## src/rtl/keccak_slice_sched.sv

```systemverilog
// keccak_slice_sched: round/slice sequencer driving the slice-serial Keccak-f[1600] parity and chi-iota passes
module keccak_slice_sched #(
  parameter int NUM_ROUNDS = 24,
  parameter int SLICES = 8
) (
  input  logic       clk,
  input  logic       rst_n,
  input  logic       start,
  input  logic       stall,
  output logic       busy,
  output logic       done,
  output logic       phase,
  output logic [4:0] rnd_cnt,
  output logic [2:0] sub_rnd_cnt,
  output logic       slice_en,
  output logic       first_slice,
  output logic       last_slice,
  output logic       last_round
);
  typedef enum logic [1:0] {IDLE, PAR, CHI, DONE} state_t;
  state_t     state;
  logic [4:0] rnd;
  logic [2:0] sub;
  logic       sub_last;
  logic [2:0] sub_nxt;
  assign sub_last = sub == 3'(SLICES - 1);
  assign sub_nxt  = sub_last ? 3'd0 : sub + 3'd1;
  always_ff @(posedge clk) begin
    if (!rst_n) begin
      state <= IDLE;
      rnd   <= '0;
      sub   <= '0;
    end else begin
      case (state)
        IDLE: if (start) begin
          state <= PAR;
          rnd   <= 5'd1;
          sub   <= '0;
        end
        PAR: if (!stall) begin
          sub <= sub_nxt;
          if (sub_last) state <= CHI;
        end
        CHI: if (!stall) begin
          sub <= sub_nxt;
          if (sub_last) begin
            state <= (rnd == 5'(NUM_ROUNDS)) ? DONE : PAR;
            rnd   <= (rnd == 5'(NUM_ROUNDS)) ? 5'd0 : rnd + 5'd1;
          end
        end
        default: begin
          state <= IDLE;
          rnd   <= '0;
          sub   <= '0;
        end
      endcase
    end
  end
  // rnd_cnt is forced to 0 outside chi passes so the iota constant is zero
  assign busy        = (state == PAR) || (state == CHI);
  assign done        = state == DONE;
  assign phase       = state == CHI;
  assign rnd_cnt     = phase ? rnd : 5'd0;
  assign sub_rnd_cnt = sub;
  assign slice_en    = busy & ~stall;
  assign first_slice = busy & (sub == 3'd0);
  assign last_slice  = busy & sub_last;
  assign last_round  = busy & (rnd == 5'(NUM_ROUNDS));
endmodule

```

## config.mk

```make
export PLATFORM = sky130hd
export DESIGN_NAME = keccak_slice_sched
export DESIGN_NICKNAME = d
export VERILOG_FILES = /design/src/rtl/keccak_slice_sched.sv
export SDC_FILE = /design/constraint.sdc
export NUM_CORES = 1
export LEC_CHECK = 0
export BUFFER_PORTS_ARGS = -buffer_cell sky130_fd_sc_hd__buf_4
export CAP_MARGIN = 20
export CORE_AREA = 10 10 57 59
export CTS_CLUSTER_SIZE = 14
export DETAILED_ROUTE_END_ITERATION = 8
export DIE_AREA = 0 0 67 69
export GPL_ROUTABILITY_DRIVEN = 0
export SYNTH_ARGS = -nofsm -noshare
export SYNTH_HDL_FRONTEND = slang
export SYNTH_SLANG_ARGS = --single-unit
```

## constraint.sdc

```tcl
create_clock -name clk -period 2.52 [get_ports clk]
set_input_delay 0 -clock clk [delete_from_list [all_inputs] [get_ports clk]]
set_output_delay 0 -clock clk [all_outputs]
set_load 0.01 [all_outputs]
```

==> results.sh <==
export IMPL_final_cell_area_um2=930
export IMPL_layout_setup_ws_ns=0.713
export IMPL_p_leak_nw=0.428
export IMPL_drt_wl_total_um=1740
export IMPL_ys_warn_count=0
export IMPL_grt_max_degree=15
export IMPL_path_clk_slew_ns=0.08
export IMPL_wire_per_inst_um=13.2
export IMPL_setup_tns_ns=0
export IMPL_seq_area_frac_synth_pct=27.5
export IMPL_ys_ff_latch=10
export IMPL_drv_cap=0
export IMPL_place_hpwl_um=1370
export IMPL_setup_violations_final=0
export IMPL_relSlewSlack_pct=68.8
export IMPL_dr_pass1_iters=4
export IMPL_cp_start_kind="register"
export IMPL_numCtsBuffers=3
export IMPL_final_cell_mix="18 x buf_4, 10 x dfxtp_1, 9 x ha_1"
export IMPL_num_nets_final=118
export IMPL_power_frac_clock_pct=17.0
export IMPL_netlist_instances=83
export IMPL_clock_root_buffer="clkbuf_4"
export IMPL_grt_pass1_vias=664
export IMPL_dieHeight_um=69
export IMPL_cp_required_ns=2.68
export IMPL_avgViaCountPerCell=5.11
export IMPL_syn_to_final_growth_pct=27.7
export IMPL_fin_crit_sh_pct=71.7
export IMPL_antenna_found_initial=0
export IMPL_cts_tree="yes"
export IMPL_status="finished clean"
export IMPL_clk_path_buf_depth=2
export IMPL_synthDistinctLibCells=30
export IMPL_vias=674
export IMPL_drc_errors=0
export IMPL_cts_repair_resized=0
export IMPL_p_sw_share_pct=42.5
export IMPL_num_antenna_cells=0
export IMPL_core_mm2=0.00215
export IMPL_ant_nets=0
export IMPL_fin_crit_ns=1.81
export IMPL_tightest_slew_ns=0.467
export IMPL_numClockSinks=10
export IMPL_pre_cts_ws_ns=0.706
export IMPL_crit_type="register to register"
export IMPL_placed_area_um2=893
export IMPL_drive_gt1_share_pct=28.8
export IMPL_hold_class="input port to register"
export IMPL_fmax_ghz=0.553
export IMPL_finalHoldViolations=0
export IMPL_critical_path_max_fanout=14
export IMPL_ctsHoldBuffers=0
export IMPL_dieArea_mm2=0.00462
export IMPL_cts_max_level=1
export IMPL_holdWs_ns=0.0224
export IMPL_groute_usage_overall_pct=7.12
export IMPL_p_int_mw=0.495
export IMPL_rsz0062_at_grt="false"
export IMPL_synthesis_nets=96
export IMPL_grt_pass1_wl_um=2770
export IMPL_seqPwrFrac_pct=25.0
export IMPL_critPathCaptureType="register"
export IMPL_avgSynthCellArea_um2=8.77
export IMPL_grt_overflow_total=0
export IMPL_drv_slew=0
export IMPL_num_io_pins=19
export IMPL_comb_power_share_pct=58.0
export IMPL_syn_area_um2=728
export IMPL_layout_commonest_cell="buf_4"
export IMPL_start_util_pct=33.9
export IMPL_power_density_mw_per_mm2=925
export IMPL_clock_latency_ns=0.26
export IMPL_final_util_pct=43.3
export IMPL_core_rowCount=17
export IMPL_arrival_ns=1.96
export IMPL_drt_iter0_markers=18
export IMPL_post_cts_setup_buffer_count=0
export IMPL_vdd_drop_max_uv=555
export IMPL_p_switching_mw=0.365
export IMPL_io_buffers=18
export IMPL_skew_ns=0.00739
export IMPL_fp_dieW_um=67
[cells in the mapped netlist]
| master | instances | area share, % |
|---|---|---|
| inv_1 | 7 | 3.6 |
| nand4b_1 | 2 | 2.4 |
| ha_1 | 9 | 15 |
| nor2b_4 | 1 | 1.9 |
| a21oi_1 | 7 | 4.8 |
| nor2b_1 | 3 | 2.6 |
| nand2b_4 | 1 | 1.9 |
| a32oi_1 | 2 | 2.4 |
| a22oi_1 | 2 | 2.1 |
| a221oi_2 | 1 | 2.1 |
| and2_1 | 7 | 6.0 |
| dfxtp_1 | 10 | 27 |
| and4b_4 | 1 | 1.9 |
| or2_1 | 1 | 0.86 |
| a31oi_1 | 1 | 0.86 |
| clkinv_1 | 1 | 0.51 |
| o21ai_0 | 1 | 0.69 |
| o21ai_1 | 1 | 0.69 |
| mux2i_1 | 1 | 1.4 |
| nand3_1 | 3 | 2.1 |
| o41ai_1 | 1 | 1.2 |
| nor2b_2 | 1 | 1.2 |
| buf_2 | 1 | 0.69 |
| nand2_1 | 4 | 2.1 |
| and3_1 | 2 | 1.7 |
| a211oi_2 | 1 | 1.7 |
| a211o_4 | 1 | 2.4 |
| nor2_1 | 8 | 4.1 |
| a21o_1 | 1 | 1.0 |
| o41ai_2 | 1 | 2.2 |
[path summary, 6_finish.rpt]
kind | start | endpoint | slack [ns] | cells after the start
min reg2reg | sub_rnd_cnt[1] | sub_rnd_cnt[1] | 0.50 | 2
max | state[0] | state[0] | 0.71 | 6
min | rst_n | state[1] | 0.02 | 3
max reg2reg | state[0] | state[0] | 0.71 | 6
[stage by stage]
step	instances	total power, mW
floorplan	83	0.566
global placement	128	0.714
detailed placement	128	0.723
CTS	132	0.873
global route	132	0.930
finish	132	0.860
[routing by layer]
metal  GRT usage, %  wire [µm]  up-vias
met5              0          0        -
met3           4.03        174        2
met1           8.45        781      305
met2           10.6        773       28
met4           2.04          8        0
li1               -          -      339
[flip-flops by register name (all words and copies together), names as in the netlist]
register,cells
rnd,5
sub_rnd_cnt,3
state,2
[cells by family (layout without fill, tap and decap cells)]
group	Yosys count	after routing	share of synthesized area (%)
flops	10	10	27.5
fa+ha+maj	9	9	15.5
mux	1	1	1.37
simple gates	34	34	28.7
compound gates	20	20	22.2
buf+inv	9	30	4.81
[critical path: stages, from the launching register on]
cell and delay [ns]:
dfxtp_1 0.38, inv_1 0.11, ha_1 0.38, or2_1 0.27, a21oi_1 0.29, mux2i_1 0.23
nor2_1 0.05
[power by group through the flow]
stage          Sequential (mW)  Clock [mW]  Combinational, mW
6_report                 0.215       0.146              0.498
5_1_grt                  0.220       0.156              0.554
4_1_cts                  0.215       0.149              0.509
3_5_place_dp             0.219           0              0.504
3_3_place_gp             0.218           0              0.496
2_1_floorplan            0.214           0              0.352
[cell type report]
| type | count | area (µm²) |
|---|---|---|
| fillers | 225 | 1220 |
| multi-input cells | 64 | 493 |
| flip-flops and latches | 10 | 200 |
| repair buffers | 18 | 135 |
| clock buffers | 4 | 36.3 |
| well taps | 28 | 35.0 |
| inverters | 8 | 30.0 |
(Power assumes the default switching activity.)
